## config.mk

```make
export PLATFORM = sky130hd
export DESIGN_NAME = cache_valid_array_flat
export DESIGN_NICKNAME = d
export VERILOG_FILES = /design/src/rtl/cache_valid_array_if.sv /design/src/rtl/cache_valid_array.sv /design/src/flat_wrapper.sv
export SDC_FILE = /design/constraint.sdc
export NUM_CORES = 1
export LEC_CHECK = 0
export ABC_AREA = 1
export CORE_MARGIN = 2
export CORE_UTILIZATION = 41
export CTS_CLUSTER_DIAMETER = 30
export DETAILED_ROUTE_END_ITERATION = 7
export SYNTH_ARGS = -nofsm -noshare
export SYNTH_HDL_FRONTEND = slang
export SYNTH_SLANG_ARGS = --single-unit
export TNS_END_PERCENT = 10
```

## constraint.sdc

```tcl
create_clock -name clk -period 2.2 [get_ports clk]
set_clock_uncertainty 0.05 [all_clocks]
set_input_delay 0.66 -clock clk [delete_from_list [all_inputs] [get_ports clk]]
set_output_delay 0.66 -clock clk [all_outputs]
set_load 0.01 [all_outputs]
```

## src/rtl/cache_valid_array_if.sv

```systemverilog
// Request/response bundle between the cache controller and the valid/dirty status array.
// Clock and reset are separate plain ports on the array.
interface cache_valid_array_if #(
  parameter int unsigned INDEX_LENGTH = 4,
  parameter int unsigned NUM_WAYS     = 2
);
  logic [INDEX_LENGTH-1:0] index_i;
  logic                    rd_en_i;
  logic                    we_i;
  logic                    deload_i;
  logic [NUM_WAYS-1:0]     way_sel_i;
  logic                    valid_i;
  logic                    dirty_i;
  logic [NUM_WAYS-1:0]     valid_o;
  logic [NUM_WAYS-1:0]     dirty_o;
  logic                    flush_i;
  logic                    flush_busy_o;
  logic                    flush_done_o;
  logic                    wb_req_o;
  logic [INDEX_LENGTH-1:0] wb_index_o;
  logic [NUM_WAYS-1:0]     wb_way_o;
  logic                    wb_ack_i;

  modport master (
    output index_i, rd_en_i, we_i, deload_i, way_sel_i, valid_i, dirty_i, flush_i, wb_ack_i,
    input  valid_o, dirty_o, flush_busy_o, flush_done_o, wb_req_o, wb_index_o, wb_way_o
  );

  modport slave (
    input  index_i, rd_en_i, we_i, deload_i, way_sel_i, valid_i, dirty_i, flush_i, wb_ack_i,
    output valid_o, dirty_o, flush_busy_o, flush_done_o, wb_req_o, wb_index_o, wb_way_o
  );
endinterface

```

## src/rtl/cache_valid_array.sv

```systemverilog
// Per-way valid/dirty status array with write-first registered reads, masked writes,
// deload, and a flush sequencer that requests write-back of dirty ways line by line.
module cache_valid_array #(
  parameter int unsigned INDEX_LENGTH = 4,
  parameter int unsigned CACHE_LINES  = 16,
  parameter int unsigned NUM_WAYS     = 2
) (
  input logic                clk,
  input logic                rst,
  cache_valid_array_if.slave bus
);

  typedef enum logic [1:0] {StIdle, StScan, StWb, StDone} state_e;

  localparam logic [INDEX_LENGTH-1:0] LastLine = INDEX_LENGTH'(CACHE_LINES - 1);

  logic [NUM_WAYS-1:0]     valid_q [CACHE_LINES];
  logic [NUM_WAYS-1:0]     dirty_q [CACHE_LINES];
  logic [NUM_WAYS-1:0]     rd_valid_q, rd_dirty_q;
  state_e                  state_q;
  logic [INDEX_LENGTH-1:0] ptr_q;
  logic [NUM_WAYS-1:0]     wb_way_q;

  logic                busy;
  logic                in_range;
  logic                user_wr;
  logic                clear_en;
  logic [NUM_WAYS-1:0] flush_mask;
  logic [NUM_WAYS-1:0] line_v_cur, line_d_cur;
  logic [NUM_WAYS-1:0] line_v_nxt, line_d_nxt;

  assign busy       = (state_q != StIdle);
  assign in_range   = (32'(bus.index_i) < CACHE_LINES);
  assign user_wr    = !busy && in_range && (bus.we_i || bus.deload_i) && (|bus.way_sel_i);
  assign line_v_cur = in_range ? valid_q[bus.index_i] : '0;
  assign line_d_cur = in_range ? dirty_q[bus.index_i] : '0;
  assign flush_mask = valid_q[ptr_q] & dirty_q[ptr_q];
  assign clear_en   = ((state_q == StScan) && (flush_mask == '0)) ||
                      ((state_q == StWb) && bus.wb_ack_i);

  // Post-update view of the addressed line; feeds both the array and the read port.
  always_comb begin
    line_v_nxt = line_v_cur;
    line_d_nxt = line_d_cur;
    for (int unsigned w = 0; w < NUM_WAYS; w++) begin
      if (bus.way_sel_i[w]) begin
        if (bus.deload_i) begin
          line_v_nxt[w] = 1'b0;
          line_d_nxt[w] = 1'b0;
        end else if (bus.we_i) begin
          line_v_nxt[w] = bus.valid_i;
          line_d_nxt[w] = bus.dirty_i & bus.valid_i;
        end
      end
    end
  end

  always_ff @(posedge clk or negedge rst) begin
    if (!rst) begin
      for (int unsigned l = 0; l < CACHE_LINES; l++) begin
        valid_q[l] <= '0;
        dirty_q[l] <= '0;
      end
    end else begin
      for (int unsigned l = 0; l < CACHE_LINES; l++) begin
        if (clear_en && (ptr_q == INDEX_LENGTH'(l))) begin
          valid_q[l] <= '0;
          dirty_q[l] <= '0;
        end else if (user_wr && (bus.index_i == INDEX_LENGTH'(l))) begin
          valid_q[l] <= line_v_nxt;
          dirty_q[l] <= line_d_nxt;
        end
      end
    end
  end

  always_ff @(posedge clk or negedge rst) begin
    if (!rst) begin
      rd_valid_q <= '0;
      rd_dirty_q <= '0;
    end else if (!busy && bus.rd_en_i) begin
      rd_valid_q <= in_range ? line_v_nxt : '0;
      rd_dirty_q <= in_range ? line_d_nxt : '0;
    end
  end

  always_ff @(posedge clk or negedge rst) begin
    if (!rst) begin
      state_q  <= StIdle;
      ptr_q    <= '0;
      wb_way_q <= '0;
    end else begin
      unique case (state_q)
        StIdle: begin
          if (bus.flush_i) begin
            state_q <= StScan;
            ptr_q   <= '0;
          end
        end
        StScan: begin
          if (flush_mask != '0) begin
            state_q  <= StWb;
            wb_way_q <= flush_mask;
          end else if (ptr_q == LastLine) begin
            state_q <= StDone;
          end else begin
            ptr_q <= ptr_q + INDEX_LENGTH'(1);
          end
        end
        StWb: begin
          if (bus.wb_ack_i) begin
            wb_way_q <= '0;
            if (ptr_q == LastLine) begin
              state_q <= StDone;
            end else begin
              state_q <= StScan;
              ptr_q   <= ptr_q + INDEX_LENGTH'(1);
            end
          end
        end
        StDone: begin
          state_q <= StIdle;
          ptr_q   <= '0;
        end
        default: state_q <= StIdle;
      endcase
    end
  end

  assign bus.valid_o      = rd_valid_q;
  assign bus.dirty_o      = rd_dirty_q;
  assign bus.flush_busy_o = busy;
  assign bus.flush_done_o = (state_q == StDone);
  assign bus.wb_req_o     = (state_q == StWb);
  assign bus.wb_index_o   = (state_q == StWb) ? ptr_q : '0;
  assign bus.wb_way_o     = wb_way_q;

endmodule

```

## src/flat_wrapper.sv

```systemverilog
// flat-port wrapper written by rule: the top's interface ports become plain ports
module cache_valid_array_flat 
#(
  parameter int unsigned INDEX_LENGTH = 4,
  parameter int unsigned CACHE_LINES  = 16,
  parameter int unsigned NUM_WAYS     = 2
)
  (clk, rst, bus_index_i, bus_rd_en_i, bus_we_i, bus_deload_i, bus_way_sel_i, bus_valid_i, bus_dirty_i, bus_flush_i, bus_wb_ack_i, bus_valid_o, bus_dirty_o, bus_flush_busy_o, bus_flush_done_o, bus_wb_req_o, bus_wb_index_o, bus_wb_way_o);
  cache_valid_array_if #(.INDEX_LENGTH(INDEX_LENGTH), .NUM_WAYS(NUM_WAYS)) bus_i ();
  input logic clk;
  input logic rst;
  input wire logic [$bits(bus_i.index_i)-1:0] bus_index_i;
  input wire logic [$bits(bus_i.rd_en_i)-1:0] bus_rd_en_i;
  input wire logic [$bits(bus_i.we_i)-1:0] bus_we_i;
  input wire logic [$bits(bus_i.deload_i)-1:0] bus_deload_i;
  input wire logic [$bits(bus_i.way_sel_i)-1:0] bus_way_sel_i;
  input wire logic [$bits(bus_i.valid_i)-1:0] bus_valid_i;
  input wire logic [$bits(bus_i.dirty_i)-1:0] bus_dirty_i;
  input wire logic [$bits(bus_i.flush_i)-1:0] bus_flush_i;
  input wire logic [$bits(bus_i.wb_ack_i)-1:0] bus_wb_ack_i;
  output wire logic [$bits(bus_i.valid_o)-1:0] bus_valid_o;
  output wire logic [$bits(bus_i.dirty_o)-1:0] bus_dirty_o;
  output wire logic [$bits(bus_i.flush_busy_o)-1:0] bus_flush_busy_o;
  output wire logic [$bits(bus_i.flush_done_o)-1:0] bus_flush_done_o;
  output wire logic [$bits(bus_i.wb_req_o)-1:0] bus_wb_req_o;
  output wire logic [$bits(bus_i.wb_index_o)-1:0] bus_wb_index_o;
  output wire logic [$bits(bus_i.wb_way_o)-1:0] bus_wb_way_o;
  assign bus_i.index_i = bus_index_i;
  assign bus_i.rd_en_i = bus_rd_en_i;
  assign bus_i.we_i = bus_we_i;
  assign bus_i.deload_i = bus_deload_i;
  assign bus_i.way_sel_i = bus_way_sel_i;
  assign bus_i.valid_i = bus_valid_i;
  assign bus_i.dirty_i = bus_dirty_i;
  assign bus_i.flush_i = bus_flush_i;
  assign bus_i.wb_ack_i = bus_wb_ack_i;
  assign bus_valid_o = bus_i.valid_o;
  assign bus_dirty_o = bus_i.dirty_o;
  assign bus_flush_busy_o = bus_i.flush_busy_o;
  assign bus_flush_done_o = bus_i.flush_done_o;
  assign bus_wb_req_o = bus_i.wb_req_o;
  assign bus_wb_index_o = bus_i.wb_index_o;
  assign bus_wb_way_o = bus_i.wb_way_o;
  cache_valid_array #(.INDEX_LENGTH(INDEX_LENGTH), .CACHE_LINES(CACHE_LINES), .NUM_WAYS(NUM_WAYS)) u_core (.clk(clk), .rst(rst), .bus(bus_i));
endmodule
```

# Yosys cells after proc, flatten, opt, wreduce, memory -nomap -nowiden
# Index checks and enable logic that the tools add are counted.
# W data, S select, Z words.
op_classes:
  n_addsub: 1
  order_cmp: 2
  eq_ne: 38
  n_mux: 103
  bitwise: 4
  n_reduce_logical: 67
ops:
  columns: ["operator", "count"]
  rows:
  - ["$mux W2", 79]
  - ["$eq A4 B4 Y1 const B", 16]
  - ["$reduce_bool A2 Y1", 19]
  - ["$logic_and A1 B1 Y1", 37]
  - ["$bmux W2 S4", 4]
  - ["$eq A4 B3 Y1 const B", 8]
  - ["$mux W4", 5]
  - ["$eq A4 B2 Y1 const B", 4]
  - ["$pmux W4 S4", 1]
  - ["$mux W1", 12]
  - ["$ge A5 B5 Y1 const B", 2]
  - ["$not A4 Y5", 2]
  - ["$reduce_and A3 Y1", 3]
  - ["$eq A4 B1 Y1 const B", 2]
  - ["$logic_not A4 Y1", 2]
  - ["$ne A2 B2 Y1 const B", 4]
  - ["$pmux W2 S4", 1]
  - ["$add A4 B1 Y4 const B", 1]
  - ["$eq A2 B2 Y1 const B", 2]
  - ["$logic_not A2 Y1", 2]
  - ["$pmux W2 S2", 1]
  - ["$ne A3 B3 Y1 const B", 1]
  - ["$and A2 B2 Y2", 1]
  - ["$eq A2 B1 Y1 const B", 1]
  - ["4 further kinds", 5]
word_totals:
  ff_bits: 76
  in_bits: 15
  out_inout_bits: 13
  wordCells: 252

# Depth between registers and ports, before layout
logic_depth:
  depth_word: 10
  mapped_depth: 15
  mapped_depth_nobuf: 14

# Worst setup path before layout
# OpenSTA, ideal clock, no wires.
synth_path:
  kind: "input to register"
  from: "input port bus_index_i[0]"
  to: "register u_core.dirty_q[26] in the netlist's numbering"
  setup_time_ps: 126
  arrival_time_ps: 1851
  required_time_ps: 2024
  setup_slack_ps: 173
  cell_stages: 13
  path_cell_list: "buf_4 -> buf_6 -> nand2_1 -> o21ai_0 -> nand2_1 -> nand2_1 -> nand2_1 -> nand2_1 -> o21ai_1 -> nand2_2 -> buf_4 -> a21oi_1 -> a21oi_2"
synth_via:
  elab_chain_cells: 9
  elab_cells_between_ends: 12
  cone_classes: "1 x eq/ne; 8 x mux; 1 x bitwise; 2 x reduce/logical"
synth_rtl:
  columns: ["item", "line", "text"]
  rows:
  - ["from (decl)", "flat_wrapper.sv:12", "input wire logic [$bits(bus_i.index_i)-1:0] bus_index_i;"]
  - ["$not A4 Y5 (implied by the code)", "cache_valid_array.sv:36", "assign line_d_cur = in_range ? dirty_q[bus.index_i] : '0;"]
  - ["$bmux W2 S4", "cache_valid_array.sv:36", null]
  - ["$mux W2 (implied by the code) (2 in series)", "cache_valid_array.sv:36", null]
  - ["$mux W1", "cache_valid_array.sv:50", "end else if (bus.we_i) begin"]
  - ["$mux W1", "cache_valid_array.sv:47", "if (bus.deload_i) begin"]
  - ["$mux W1", "cache_valid_array.sv:46", "if (bus.way_sel_i[w]) begin"]
  - ["$mux W2", "cache_valid_array.sv:69", "end else if (user_wr && (bus.index_i == INDEX_LENGTH'(l))) begin"]
  - ["$mux W2", "cache_valid_array.sv:66", "if (clear_en && (ptr_q == INDEX_LENGTH'(l))) begin"]
  - ["to (signal, indexed assignment)", "cache_valid_array.sv:71", "dirty_q[l] <= line_d_nxt;"]
  - ["to (decl)", "cache_valid_array.sv:18", "logic [NUM_WAYS-1:0] dirty_q [CACHE_LINES];"]
# Parallel ways exist; a longest one is shown, timed or not. The select of a mux whose other input is x is not followed.
# A chain may end at the register's enable or synchronous reset.

# Final worst setup path
layout_path:
  from: "register u_core.state_q[1]"
  to: "output port bus_wb_index_o[1]"
layout_via:
  elab_chain_cells: 2
layout_rtl:
  columns: ["item", "line", "text"]
  rows:
  - ["from (decl)", "cache_valid_array.sv:20", "state_e state_q;"]
  - ["from (signal assigned)", "cache_valid_array.sv:89", "state_q <= StIdle;"]
  - ["from (signal assigned)", "cache_valid_array.sv:96", "state_q <= StScan;"]
  - ["from (signal assigned)", "cache_valid_array.sv:102", "state_q <= StWb;"]
  - ["$eq A2 B2 Y1", "cache_valid_array.sv:135", "assign bus.wb_index_o = (state_q == StWb) ? ptr_q : '0;"]
  - ["$mux W4", "cache_valid_array.sv:135", null]
  - ["to (decl)", "flat_wrapper.sv:26", "output wire logic [$bits(bus_i.wb_index_o)-1:0] bus_wb_index_o;"]
# Every way passes these cells.

==> run summary <==
Post-Route WL -> 16170 microns
Core Area -> 12570 sq um
Final Hold Vio Count -> 0
Total power -> 8.701 mW
Slew Limit Fails -> 0
P&R area growth vs syn -> 23.78%
Reg clk slew, reported paths -> 0.06 ns
Hold Path Class -> in2async
Routability cong. -> 0.9219
Reg2Reg Setup Slack -> 0.15 ns
Post-place setup slack -> -0.5264 ns
DR vias/cell -> 5.144
Yosys warnings -> 0
Post-synthesis sequential area ratio -> 36.11%
# fillers -> 1258
Worst Setup SP -> u_core.state_q[1]
WP buf/inv -> 3
Net count reported at finish -> 886
Startpoint types -> flip-flop
Slew HR -> 71.57%
Rows -> 41
I/O Buffers -> 27
Die extent in y -> 117.3 microns
DRT antenna net count -> 0
Period minus WS final -> 2.104 ns
Leak pwr -> 3.354 nW
DP HPWL -> 11590 microns
CP delay by family, top -> buffers and inverters
Tot GR Track Use -> 23.85%
Post-synthesis compound-gate area fraction -> 15.87%
Initial DRC count -> 401
Synth unique cells -> 27
CTS tree -> yes
Max Cap Viol -> 0
Simple-gate portion of the synthesized area -> 31.67%
Final hold slack -> 0.2703 ns
RR Endpoint -> u_core.valid_q[30]
Sequential cell area -> 1903 sq um
Largest stage delay on the critical path -> 0.39 ns
Adder-Cell Fraction of Synth Area -> 1.901%
Worst r2r path cells -> 14
Clk Latency, worst-skew pair -> 0.35 ns
Post-detailed-placement cell area -> 6010 sq um
Max Fanout on Critical Path -> 6
Crit path cell chain -> buf_4, ha_4, nand2_1, inv_1, clkdlybuf4s15_1
DRC viols -> 0
PwrDens -> 1335 nW/um^2
Proportion of synthesized area in mux cells -> 0.8553%
Via count -> 5350
Final Setup Violations -> 0
CP endpoint -> bus_wb_index_o[1]
CP Class -> reg2out
Worst setup EP type -> output pin
Top Ports -> 28
Largest net degree at the start of global routing -> 77
Area of the multi-input gates -> 2751 sq um
Worst-Margin Slew -> 0.4264 ns
1st-pass router iterations -> 5
Outcome -> complete, no violations
Synthesized cell area -> 5266 sq um
Die X -> 117.3 microns
Fmax -> 475.2 MHz
First-pass GRT wire length -> 25880 microns
Clk sinks -> 76
Clock Path Buffers -> 2
Final WS setup -> 0.09569 ns
Antenna fix cells -> 0
Post-layout util -> 51.87%
Net Count, Synth -> 816
Initial antenna violation count -> 0
Post-Synth XOR/XNOR Area -> 0.3326%
H-tree Lvls -> 3
Syn Area/Cell -> 6.641 sq um
Main combinational cell family by area after synthesis -> simple AND/OR/NAND/NOR gates
Share of layout cells above drive strength 1 -> 15.21%
Number of CTS-inserted buffers -> 9
Post-route cell area -> 6519 sq um
Peak VDD IR -> 923.2 uV
Gr ovfl total -> 0
Cts hold-fix bufs -> 0
WL per Instance -> 15.55 microns
Yosys reg bits -> 76
Critical R2R Launch -> u_core.ptr_q[0]
Critical Path RT -> 1.49 ns
Slowest-stage cell, CP -> dfrtp_1
Crit path depth -> 5
Via count of the first global-routing pass -> 5080
Starting Density -> 41.90%
Die area -> 13770 sq um
Worst EP arrival -> 1.39 ns
Cells after Synth -> 793
Clock Tree Root -> clkbuf_16
Period utilisation layout -> 95.65%
where the power goes:
| group | internal [mW] | total (mW) | leakage [nW] | switching, mW |
|---|---|---|---|---|
| registers | 2.02 | 2.41 | 0.944 | 0.393 |
| clock network | 1.10 | 1.73 | 0.161 | 0.625 |
| logic | 1.71 | 4.56 | 2.25 | 2.85 |
routing by layer:
layer	vias up	wire, microns	GRT usage (%)
li1	2656	-	-
met1	2490	7084	30.70
met2	174	7662	39.44
met3	30	946	3.405
met4	0	478	11.60
met5	-	0	0
sequential cells by signal, indices dropped and copies added, names as in the netlist:
register,flops
u_core.ptr_q,4
u_core.valid_q,32
u_core.dirty_q,32
u_core.bus.valid_o,2
u_core.bus.wb_way_o,2
u_core.bus.dirty_o,2
u_core.state_q,2
placed cells by master, fill, tap and decap left out, drive strengths merged, types with 5 or more instances in the layout:
master and count:
nand3 52, clkdlybuf4s50 13, o21ai 31, ha 8
clkdlybuf4s15 5, nand4 12, nand2 226, buf 67
dfrtp 76, nor3 5, nor2 103, clkbuf 10
a21oi 130, inv 107
worst register-to-register path, delay by kind of cell (launching register included):
kind	cells	cell delay [ns]
AO/OA/AOI/OAI	1	0.09
buffers and inverters	4	0.52
flip-flops	1	0.44
AND/OR/NAND/NOR	9	0.82
cells by family (layout without fill, tap and decap cells):
family / after synthesis / after routing
xor+xnor: 2 / 2
buf+inv: 142 / 217
compound gates: 163 / 163
mux: 4 / 4
fa+ha+maj: 8 / 8
simple gates: 398 / 398
flops: 76 / 76
stage by stage:
step | std cells | TNS [ns]
floorplan | 793 | 0
global placement | 1017 | -28.06
detailed placement | 1017 | -28.69
CTS | 1033 | -0.009514
global route | 1040 | -0.02081
finish | 1040 | 0
layout make-up:
class / instances / share of cell area, %
repair inverters: 1 / 0.07678
repair buffers: 92 / 13.63
inverters: 108 / 6.372
clock inverters: 7 / 1.766
clock buffers: 9 / 3.455
multi-input cells: 575 / 42.21
flip-flops and latches: 76 / 29.19
well taps: 172 / 3.301
synth_stat cells:
cell type | n | area [sq um]
mux2_2 | 4 | 45.04
inv_4 | 1 | 6.260
inv_1 | 99 | 371.6
nand4_1 | 12 | 75.07
dfrtp_1 | 76 | 1902
a21oi_2 | 4 | 35.03
o21ai_0 | 24 | 120.1
nor2_1 | 101 | 379.1
ha_1 | 8 | 100.1
nor3_1 | 1 | 5.000
a21oi_1 | 126 | 630.6
nor2_4 | 2 | 22.52
nand3_4 | 1 | 17.52
xor2_1 | 2 | 17.52
buf_4 | 10 | 75.07
inv_2 | 8 | 30.03
nand3_1 | 51 | 255.2
nor3_2 | 4 | 40.04
buf_2 | 7 | 35.03
clkbuf_1 | 2 | 7.510
o211ai_1 | 2 | 15.01
nand2_4 | 1 | 11.26
o21ai_1 | 7 | 35.03
buf_6 | 14 | 157.7
nand2_1 | 218 | 818.3
nand2_2 | 7 | 43.79
buf_8 | 1 | 15.01
repair_timing:
action | CTS | global route
setup buffers | 0 | 6
resized for setup | 15 | 37
gates cloned | 0 | 1
pin swaps | 0 | 5
setup endpoints to repair | 67 | 73
how the worst min path moves through the flow:
stage,startpoint,to
2_1_floorplan,rst,u_core.bus.dirty_o[0]
3_3_place_gp,u_core.bus.wb_way_o[1],u_core.bus.wb_way_o[1]
3_5_place_dp,u_core.bus.wb_way_o[1],u_core.bus.wb_way_o[1]
4_1_cts,rst,u_core.ptr_q[0]
5_1_grt,rst,u_core.ptr_q[1]
6_report,rst,u_core.ptr_q[0]
Note: power is estimated with default switching activity, not from simulation.
